## config.mk

```make
export PLATFORM = sky130hd
export DESIGN_NAME = control_pipe
export DESIGN_NICKNAME = d
export VERILOG_FILES = /design/src/rtl/control_pipe.sv
export SDC_FILE = /design/constraint.sdc
export NUM_CORES = 1
export LEC_CHECK = 0
export ABC_AREA = 0
export BUFFER_PORTS_ARGS = -buffer_cell sky130_fd_sc_hd__buf_2
export CORE_ASPECT_RATIO = 0.8
export CORE_MARGIN = 2
export CORE_UTILIZATION = 40
export DETAILED_ROUTE_END_ITERATION = 10
export PLACE_DENSITY = 0.76
export SKIP_LAST_GASP = 1
export SYNTH_ARGS = -nofsm -noshare
export SYNTH_HDL_FRONTEND = slang
export SYNTH_SLANG_ARGS = --single-unit
```

## constraint.sdc

```tcl
create_clock -name clk -period 1.75 [get_ports clk]
set_clock_uncertainty 0.15 [all_clocks]
set_input_delay 0.175 -clock clk [delete_from_list [all_inputs] [get_ports clk]]
set_output_delay 0.175 -clock clk [all_outputs]
set_load 0.03 [all_outputs]
```

## src/rtl/control_pipe.sv

```systemverilog
// RV32I control decode with D->E->M->W control pipeline and E-stage branch resolution.
// Optional RV32M decode is enabled by defining CTRL_MULDIV_EN.
module control_pipe #(
    parameter int ALUCTRL_W = 5
) (
    input  logic                 clk,
    input  logic                 rst,
    input  logic [6:0]           Op,
    input  logic [2:0]           funct3,
    input  logic [6:0]           funct7,
    input  logic                 flush_e,
    input  logic                 zero_e,
    input  logic                 lt_e,
    input  logic                 ltu_e,
    output logic [2:0]           ImmSrcD,
    output logic                 RegWriteE,
    output logic                 RegWriteM,
    output logic                 RegWriteW,
    output logic                 MemWriteE,
    output logic                 MemWriteM,
    output logic [1:0]           ResultSrcE,
    output logic [1:0]           ResultSrcM,
    output logic [1:0]           ResultSrcW,
    output logic                 ALUSrcE,
    output logic                 ALUSrcAE,
    output logic [ALUCTRL_W-1:0] ALUControlE,
    output logic                 BranchE,
    output logic                 JumpE,
    output logic                 IllegalE,
    output logic                 PCSrcE
);

    localparam logic [6:0] OP_R      = 7'b0110011;
    localparam logic [6:0] OP_I      = 7'b0010011;
    localparam logic [6:0] OP_LOAD   = 7'b0000011;
    localparam logic [6:0] OP_STORE  = 7'b0100011;
    localparam logic [6:0] OP_BRANCH = 7'b1100011;
    localparam logic [6:0] OP_JAL    = 7'b1101111;
    localparam logic [6:0] OP_JALR   = 7'b1100111;
    localparam logic [6:0] OP_LUI    = 7'b0110111;
    localparam logic [6:0] OP_AUIPC  = 7'b0010111;

    localparam logic [6:0] F7_BASE   = 7'b0000000;
    localparam logic [6:0] F7_ALT    = 7'b0100000;
`ifdef CTRL_MULDIV_EN
    localparam logic [6:0] F7_MULDIV = 7'b0000001;
`endif

    localparam logic [4:0] ALU_ADD   = 5'd0;
    localparam logic [4:0] ALU_SUB   = 5'd1;
    localparam logic [4:0] ALU_AND   = 5'd2;
    localparam logic [4:0] ALU_OR    = 5'd3;
    localparam logic [4:0] ALU_XOR   = 5'd4;
    localparam logic [4:0] ALU_SLT   = 5'd5;
    localparam logic [4:0] ALU_SLTU  = 5'd6;
    localparam logic [4:0] ALU_SLL   = 5'd7;
    localparam logic [4:0] ALU_SRL   = 5'd8;
    localparam logic [4:0] ALU_SRA   = 5'd9;
    localparam logic [4:0] ALU_PASSB = 5'd10;

    localparam logic [2:0] IMM_I = 3'd0;
    localparam logic [2:0] IMM_S = 3'd1;
    localparam logic [2:0] IMM_B = 3'd2;
    localparam logic [2:0] IMM_J = 3'd3;
    localparam logic [2:0] IMM_U = 3'd4;

    // A zeroed ctrl_t is a bubble: no writes, no redirect, not illegal.
    typedef struct packed {
        logic       reg_write;
        logic       mem_write;
        logic [1:0] result_src;
        logic       alu_src;
        logic       alu_src_a;
        logic [4:0] alu_ctrl;
        logic       branch;
        logic       jump;
        logic       illegal;
    } ctrl_t;

    typedef struct packed {
        logic       reg_write;
        logic       mem_write;
        logic [1:0] result_src;
    } mctrl_t;

    typedef struct packed {
        logic       reg_write;
        logic [1:0] result_src;
    } wctrl_t;

    // Base ALU operation selected by funct3 for register and immediate ALU ops.
    function automatic logic [4:0] f3_alu(input logic [2:0] f3);
        case (f3)
            3'b000:  f3_alu = ALU_ADD;
            3'b001:  f3_alu = ALU_SLL;
            3'b010:  f3_alu = ALU_SLT;
            3'b011:  f3_alu = ALU_SLTU;
            3'b100:  f3_alu = ALU_XOR;
            3'b101:  f3_alu = ALU_SRL;
            3'b110:  f3_alu = ALU_OR;
            default: f3_alu = ALU_AND;
        endcase
    endfunction

    ctrl_t      dec_ctrl;
    logic       dec_legal;
    ctrl_t      e_d, e_q;
    logic [2:0] f3_e_d, f3_e_q;
    mctrl_t     m_d, m_q;
    wctrl_t     w_d, w_q;
    logic       br_cond;

    // Decode stage
    always_comb begin
        dec_ctrl  = '0;
        dec_legal = 1'b1;
        ImmSrcD   = IMM_I;
        case (Op)
            OP_R: begin
                dec_ctrl.reg_write = 1'b1;
                if (funct7 == F7_BASE) begin
                    dec_ctrl.alu_ctrl = f3_alu(funct3);
                end else if (funct7 == F7_ALT && funct3 == 3'b000) begin
                    dec_ctrl.alu_ctrl = ALU_SUB;
                end else if (funct7 == F7_ALT && funct3 == 3'b101) begin
                    dec_ctrl.alu_ctrl = ALU_SRA;
`ifdef CTRL_MULDIV_EN
                end else if (funct7 == F7_MULDIV) begin
                    dec_ctrl.alu_ctrl = 5'd16 + {2'b00, funct3};
`endif
                end else begin
                    dec_legal = 1'b0;
                end
            end
            OP_I: begin
                dec_ctrl.reg_write = 1'b1;
                dec_ctrl.alu_src   = 1'b1;
                dec_ctrl.alu_ctrl  = f3_alu(funct3);
                // Only the shift-immediates carry meaning in funct7.
                if (funct3 == 3'b001 && funct7 != F7_BASE) begin
                    dec_legal = 1'b0;
                end else if (funct3 == 3'b101) begin
                    if (funct7 == F7_ALT) begin
                        dec_ctrl.alu_ctrl = ALU_SRA;
                    end else if (funct7 != F7_BASE) begin
                        dec_legal = 1'b0;
                    end
                end
            end
            OP_LOAD: begin
                dec_ctrl.reg_write  = 1'b1;
                dec_ctrl.result_src = 2'd1;
                dec_ctrl.alu_src    = 1'b1;
                dec_ctrl.alu_ctrl   = ALU_ADD;
            end
            OP_STORE: begin
                dec_ctrl.mem_write = 1'b1;
                dec_ctrl.alu_src   = 1'b1;
                dec_ctrl.alu_ctrl  = ALU_ADD;
                ImmSrcD            = IMM_S;
            end
            OP_BRANCH: begin
                dec_ctrl.branch   = 1'b1;
                dec_ctrl.alu_ctrl = ALU_SUB;
                ImmSrcD           = IMM_B;
                if (funct3 == 3'b010 || funct3 == 3'b011) begin
                    dec_legal = 1'b0;
                end
            end
            OP_JAL: begin
                dec_ctrl.reg_write  = 1'b1;
                dec_ctrl.jump       = 1'b1;
                dec_ctrl.result_src = 2'd2;
                ImmSrcD             = IMM_J;
            end
            OP_JALR: begin
                dec_ctrl.reg_write  = 1'b1;
                dec_ctrl.jump       = 1'b1;
                dec_ctrl.result_src = 2'd2;
                dec_ctrl.alu_src    = 1'b1;
                dec_ctrl.alu_ctrl   = ALU_ADD;
            end
            OP_LUI: begin
                dec_ctrl.reg_write = 1'b1;
                dec_ctrl.alu_src   = 1'b1;
                dec_ctrl.alu_ctrl  = ALU_PASSB;
                ImmSrcD            = IMM_U;
            end
            OP_AUIPC: begin
                dec_ctrl.reg_write = 1'b1;
                dec_ctrl.alu_src   = 1'b1;
                dec_ctrl.alu_src_a = 1'b1;
                dec_ctrl.alu_ctrl  = ALU_ADD;
                ImmSrcD            = IMM_U;
            end
            default: begin
                dec_legal = 1'b0;
            end
        endcase
        if (!dec_legal) begin
            dec_ctrl         = '0;
            dec_ctrl.illegal = 1'b1;
        end
    end

    always_comb begin
        e_d    = flush_e ? ctrl_t'('0) : dec_ctrl;
        f3_e_d = flush_e ? 3'b000 : funct3;
        m_d    = '{reg_write: e_q.reg_write, mem_write: e_q.mem_write, result_src: e_q.result_src};
        w_d    = '{reg_write: m_q.reg_write, result_src: m_q.result_src};
    end

    // D->E, E->M, M->W boundaries; reset wins over flush.
    always_ff @(posedge clk) begin
        if (rst) begin
            e_q    <= '0;
            f3_e_q <= '0;
            m_q    <= '0;
            w_q    <= '0;
        end else begin
            e_q    <= e_d;
            f3_e_q <= f3_e_d;
            m_q    <= m_d;
            w_q    <= w_d;
        end
    end

    // Execute stage: branch resolution
    always_comb begin
        case (f3_e_q)
            3'b000:  br_cond = zero_e;
            3'b001:  br_cond = !zero_e;
            3'b100:  br_cond = lt_e;
            3'b101:  br_cond = !lt_e;
            3'b110:  br_cond = ltu_e;
            3'b111:  br_cond = !ltu_e;
            default: br_cond = 1'b0;
        endcase
        PCSrcE = e_q.jump | (e_q.branch & br_cond);
    end

    assign RegWriteE   = e_q.reg_write;
    assign MemWriteE   = e_q.mem_write;
    assign ResultSrcE  = e_q.result_src;
    assign ALUSrcE     = e_q.alu_src;
    assign ALUSrcAE    = e_q.alu_src_a;
    assign ALUControlE = ALUCTRL_W'(e_q.alu_ctrl);
    assign BranchE     = e_q.branch;
    assign JumpE       = e_q.jump;
    assign IllegalE    = e_q.illegal;

    assign RegWriteM   = m_q.reg_write;
    assign MemWriteM   = m_q.mem_write;
    assign ResultSrcM  = m_q.result_src;

    assign RegWriteW   = w_q.reg_write;
    assign ResultSrcW  = w_q.result_src;

endmodule

```

* Yosys cells after proc, flatten, opt, wreduce, memory -nomap -nowiden
Index checks and enable logic that the tools add are counted.
** Storage, ports and cells
- Register bits after elaboration :: 24
- Output and inout bits :: 25
- Word-level logic and storage cells :: 84
** Cells by class
- Eq/ne operators :: 21
- Muxes and demuxes :: 27
- Bitwise gates (word level) :: 3
- Reductions and logical operators :: 18
** Operator list (count)
- $eq 7x6->1 const B :: 4
- $pmux 4 s7 :: 1
- $eq 3x3->1 const B :: 7
- $eq 7x7->1 const B :: 3
- $pmux 5 s4 :: 1
- $mux 1 :: 15
- $mux 5 :: 3
- $eq 7x5->1 const B :: 2
- $mux 4 :: 3
- $pmux 3 s4 :: 1
- $reduce_or 6->1 :: 2
- $eq 7x2->1 const B :: 1
- $logic_not 7->1 :: 1
- $reduce_bool 7->1 :: 1
- $reduce_or 7->1 :: 1
- $eq 3x1->1 const B :: 2
- $eq 3x2->1 const B :: 2
- $logic_not 3->1 :: 2
- $pmux 1 s6 :: 1
- $reduce_or 2->1 :: 3
- $pmux 1 s4 :: 1
- $pmux 2 s2 :: 1
- $logic_and 1x1->1 :: 3
- $logic_not 1->1 :: 3
- 5 further kinds :: 5

* Depth between registers and ports, before layout
- Depth in word-level cells :: 8
- Mapped depth :: 7
- Gate-level depth less buffers :: 5

* Worst setup path before layout
OpenSTA, ideal clock, no wires.
- Path kind :: in2reg
- Start :: in Op[2]
- End :: reg e_q, in the netlist ALUControlE[3]
- Library setup time :: 73 ps
- Arrival :: 1616 ps
- Data required time :: 1527 ps
- Setup slack :: -89 ps
- Cell stages on the path :: 7
- Buffers on the path :: 2
- Cells stage by stage :: buf_6 nand4bb_4 or2_1 or3_1 a41o_2 buf_6 nor3_2
** On the way
- Cells in the longest elaborated chain, start to end :: 5
- Elaborated cells on any way between the ends :: 14
- Classes of those cells :: eq/ne (9); mux (2); bitwise (1); reduce/logical (2)
** Ends and longest elaborated chain
- start: declaration :: RTL line 8 : input logic [6:0] Op,
- $eq 7x5->1, or another cell as far along :: RTL line 118 : case (Op)
- $reduce_or 6->1 (no line)
- $pmux 1 s4 :: RTL line 118
- $not 1->1 (no line)
- $reduce_or 3->1 (no line)
- end signal: assignment :: RTL line 216 : e_q <= '0;
- end signal: assignment :: RTL line 221 : e_q <= e_d;
- end: declaration :: RTL line 107 : ctrl_t e_d, e_q;
Parallel ways exist; a longest one is shown, timed or not.
A chain may end at the register's enable or synchronous reset.

* Final worst setup path
- Start :: reg f3_e_q[2]
- End :: out PCSrcE
** On the way
- Cells in the longest elaborated chain, start to end :: 4
- Elaborated cells on any way between the ends :: 9
- Classes of those cells :: eq/ne (5); mux (1); bitwise (2); reduce/logical (1)
** Ends and longest elaborated chain
- start: declaration :: RTL line 108 : logic [2:0] f3_e_d, f3_e_q;
- start signal: assignment :: RTL line 217 : f3_e_q <= '0;
- start signal: assignment :: RTL line 222 : f3_e_q <= f3_e_d;
- $eq 3x3->1, or another cell as far along :: RTL line 230 : case (f3_e_q)
- $pmux 1 s6 * :: RTL line 230
- $and 1x1->1 * :: RTL line 239 : PCSrcE = e_q.jump | (e_q.branch & br_cond);
- $or 1x1->1 * :: RTL line 239
- end: declaration :: RTL line 30 : output logic PCSrcE
Mark *: on every way between the ends. The rest lies on a longest branch, timed or not.

==> tab_implementation.tex <==
\begin{tabular}{lr}
\hline
Metric & Value \\
\hline
\multicolumn{2}{l}{\textbf{Finish}} \\
Share of post-route cells with drive strength above 1 & 41.99\% \\
Area Overhead vs Synth & 40.49\% \\
Post-layout utilization of the core & 60.33\% \\
Number of antenna cells inserted & 0 \\
Final nets & a little over 200 \\
Summed area of non-filler cells in the final layout & 1498 µm² \\
Number of fill cells in the layout & 230 \\
\multicolumn{2}{l}{\textbf{Floorplanning}} \\
Height of the die & 50.18 µm \\
Total number of placement rows & 16 \\
Initial core utilization & 42.94\% \\
I/O Pins & 48 \\
Core footprint & around 2500 µm² \\
Horizontal extent of the die & 61.72 µm \\
Full die area & 3097 µm² \\
\multicolumn{2}{l}{\textbf{Global route}} \\
Pin count of the biggest net entering global routing & 14 \\
Vias in the first global route & 997 \\
First-pass GRT wire length & 4057 µm \\
Total global-route track usage & 16.88\% \\
Antenna violations before repair & 0 \\
Grt total ovfl & 0 \\
\multicolumn{2}{l}{\textbf{Synthesis}} \\
Prevailing post-synth register cell & dfxtp\_1 \\
Portion of synthesized cell area occupied by the leading cell type & between 40 and 50\% \\
Netlist area before placement & 1066 µm² \\
Net count after synthesis & 141 \\
Number of distinct standard cells referenced by the synthesized netlist & 41 \\
Gate count of the mapped netlist & 118 \\
Dominant cell type by area after synthesis & dfxtp\_1 \\
Post-Syn Area per Cell & roughly 9.0 µm² \\
Number of enable-type register cells in the synthesized netlist & 0 \\
Top post-synthesis cells by area & dfxtp\_1, nor2\_1, nor2b\_1 \\
Dominant cell by count in the synthesized netlist & dfxtp\_1 \\
Most used standard cells in the synthesized netlist & dfxtp\_1, nor2\_1, nor2b\_1 \\
Share of the yosys chip area belonging to registers & 43.19\% \\
Async set or reset register ratio after synthesis & 0\% \\
Syn. warnings & 0 \\
Number of synthesized register bits & 23 \\
\multicolumn{2}{l}{\textbf{Worst setup path}} \\
Category of cells accounting for the largest share of critical-path delay & flip-flops \\
Worst Reg-to-Reg Cells & 1 \\
Cell depth of the worst setup path & 5 \\
Maximum single-stage delay on the critical path & 0.35 ns \\
Largest driver fanout on the critical path & 2 \\
Worst-case register-to-register setup slack & 1.05 ns \\
Critical path required time & $\sim$1.4 ns \\
Kind of end point of the critical path & output port \\
Classification of the worst setup path & reg2out \\
Worst path arrival time & 1.38 ns \\
Slowest-stage cell, CP & dfxtp\_2 \\
Startpoint kind of the worst setup timing path & flop \\
Worst path cell trace & mux2i\_1 > xor2\_1 > o21ai\_1 > a21o\_1 > buf\_6 \\
Buffer and inverter count on the worst path & 1 \\
\multicolumn{2}{l}{\textbf{Run status}} \\
Status & finished clean \\
\multicolumn{2}{l}{\textbf{Route}} \\
Final routed DRC violation total & 0 \\
Antenna-violating nets left & 0 \\
Vias after detailed routing & roughly 1,100 \\
Wire per inst & between 10 and 15 µm \\
Total Wirelength & roughly 2500 µm \\
Initial DRC count & 20 \\
Number of iterations in the first detailed-routing pass & 4 \\
Post-DR vias/cell & 4.917 \\
\multicolumn{2}{l}{\textbf{Clock network}} \\
Root buffer selected by CTS & clkbuf\_4 \\
TritonCTS clock tree & built \\
CTS Sinks & 23 \\
Depth of the CTS H-tree & 1 \\
Latest clock arrival within the worst-skew pair & slightly below 0.3 ns \\
Deepest clock path buffer count & 2 \\
Total CTS buffers & 3 \\
Clock transition at the registers of the reported paths & 0.11 ns \\
\multicolumn{2}{l}{\textbf{Power and ir drop}} \\
Reported leakage power & 0.6948 nW \\
Maximum vdd ir drop & roughly 0.27 mV \\
Share of total power in combinational logic & 15.9\% \\
Share of total power in the clock network & approximately a quarter \\
Switch share & 23.89\% \\
Part of the total power dissipated in sequential elements & 59.3\% \\
Pint & 0.6800 mW \\
Reported net switching power & 0.2135 mW \\
Pwr/cell area & around 600 nW/µm² \\
\multicolumn{2}{l}{\textbf{Placed design}} \\
Pre-CTS worst setup slack & -0.2226 ns \\
Port Buf Inserts & 46 \\
Last weighted congestion value of the routability-driven placer & 0.8659 \\
Placed instance area & approximately 1400 µm² \\
Detailed-placement wirelength estimate & roughly 2100 µm \\
\multicolumn{2}{l}{\textbf{STA}} \\
Setup-violating endpoint count in the final report & 0 \\
Worst-case hold slack & 0.03988 ns \\
Slew Limit Fails & 0 \\
Final hold violations & 0 \\
Maximum frequency from static timing analysis & 586.2 MHz \\
Minimum setup slack in the final design & roughly 0.044 ns \\
Min Tclk post-route & around 1.7 ns \\
Unrepaired setup endpoints after global routing & yes \\
Fraction of the cycle the final worst path needs & 97.48\% \\
\multicolumn{2}{l}{\textbf{Min path}} \\
Number of stages on the worst hold path & 2 \\
Hold WC Path Type & in2reg \\
\multicolumn{2}{l}{\textbf{Job}} \\
Count of maximum capacitance violations & 0 \\
\hline
\end{tabular}
==> sequential cells by signal (all words and copies together) (netlist names) <==
signal,flops
RegWriteE,1
RegWriteW,1
JumpE,1
ResultSrcE,2
f3_e_q,3
ResultSrcW,2
MemWriteM,1
ALUSrcE,1
BranchE,1
RegWriteM,1
MemWriteE,1
IllegalE,1
ALUControlE,4
ALUSrcAE,1
ResultSrcM,2
==> power by group through the flow <==
stage          combinational [mW]  sequential, mW  clock (mW)
2_1_floorplan              0.0684           0.544           0
3_3_place_gp                0.132           0.541           0
3_5_place_dp                0.139           0.541           0
4_1_cts                     0.141           0.530       0.232
5_1_grt                     0.157           0.530       0.253
6_report                    0.142           0.530       0.222
==> stage by stage <==
stage	power [mW]	setup TNS, ns	std cells
floorplan	0.6128	-0.2675	118
global placement	0.6734	-1.235	212
detailed placement	0.6803	-1.816	212
CTS	0.9028	0	217
global route	0.9401	-0.01662	217
finish	0.8934	0	217
==> logic make-up (layout without fill, tap and decap cells) <==
family	after synthesis	in the layout	share of synthesized area, %
flip-flops	23	23	43.19
AO/OA/AOI/OAI	22	22	13.97
buffers and inverters	9	72	5.047
AND/OR/NAND/NOR	56	56	31.34
XOR/XNOR	5	5	4.109
multiplexers	2	2	1.995
other	1	1	0.3518
==> per-layer routing <==
layer  global-route usage [%]  wire [µm]  vias up
met5                        0          0        -
li1                         -          -      540
met3                    2.835        154        4
met4                    4.965         22        0
met1                    20.36       1146      487
met2                    30.00       1175       36
==> repair_timing <==
action                                  CTS  global route
hold buffers                              1             0
endpoints found under the setup margin    1             2
cloned                                    0             0
pin swaps                                 3             2
resized for setup                         4             1
setup buffers                             0             0
hold endpoints to repair                  7             0
==> layout by cell type, fill, tap and decap left out, types with 2 or more instances in the layout <==
master,Yosys,final
dfxtp_1,23,22
inv_1,2,2
buf_2,0,45
nor2b_1,8,8
o21ai_0,5,4
nor3b_1,2,2
nor2_1,16,16
buf_4,1,19
nor3_1,4,3
xnor2_1,2,2
and4b_1,2,2
a21oi_1,4,4
xor2_1,3,3
nand4b_1,2,2
nor3_2,1,2
clkbuf_4,0,3
a31oi_1,3,3
a211oi_1,2,2
nand2b_1,4,4
or3_1,2,2
nand3_1,3,3
and2_1,2,2
nand2_1,4,4
==> final timing paths <==
path | to | from
worst max-delay path | PCSrcE | f3_e_q[2]$_SDFF_PP0_
worst min-delay path | f3_e_q[0]$_SDFF_PP0_ | funct3[0]
worst max register to register | ResultSrcM[1]$_SDFF_PP0_ | ResultSrcE[1]$_SDFF_PP0_
worst min register to register | RegWriteM$_SDFF_PP0_ | RegWriteE$_SDFF_PP0_
==> final cells by class <==
cell class | instances | area (µm²) | area share (%)
multi-input cells | 86 | 566.8 | 37.84
flip-flops and latches | 23 | 461.7 | 30.83
repair buffers | 66 | 389.1 | 25.98
well taps | 36 | 45.04 | 3.008
clock buffers | 3 | 22.52 | 1.504
inverters | 2 | 7.507 | 0.5013
clock inverters | 1 | 5.005 | 0.3342
(Power assumes the default switching activity.)
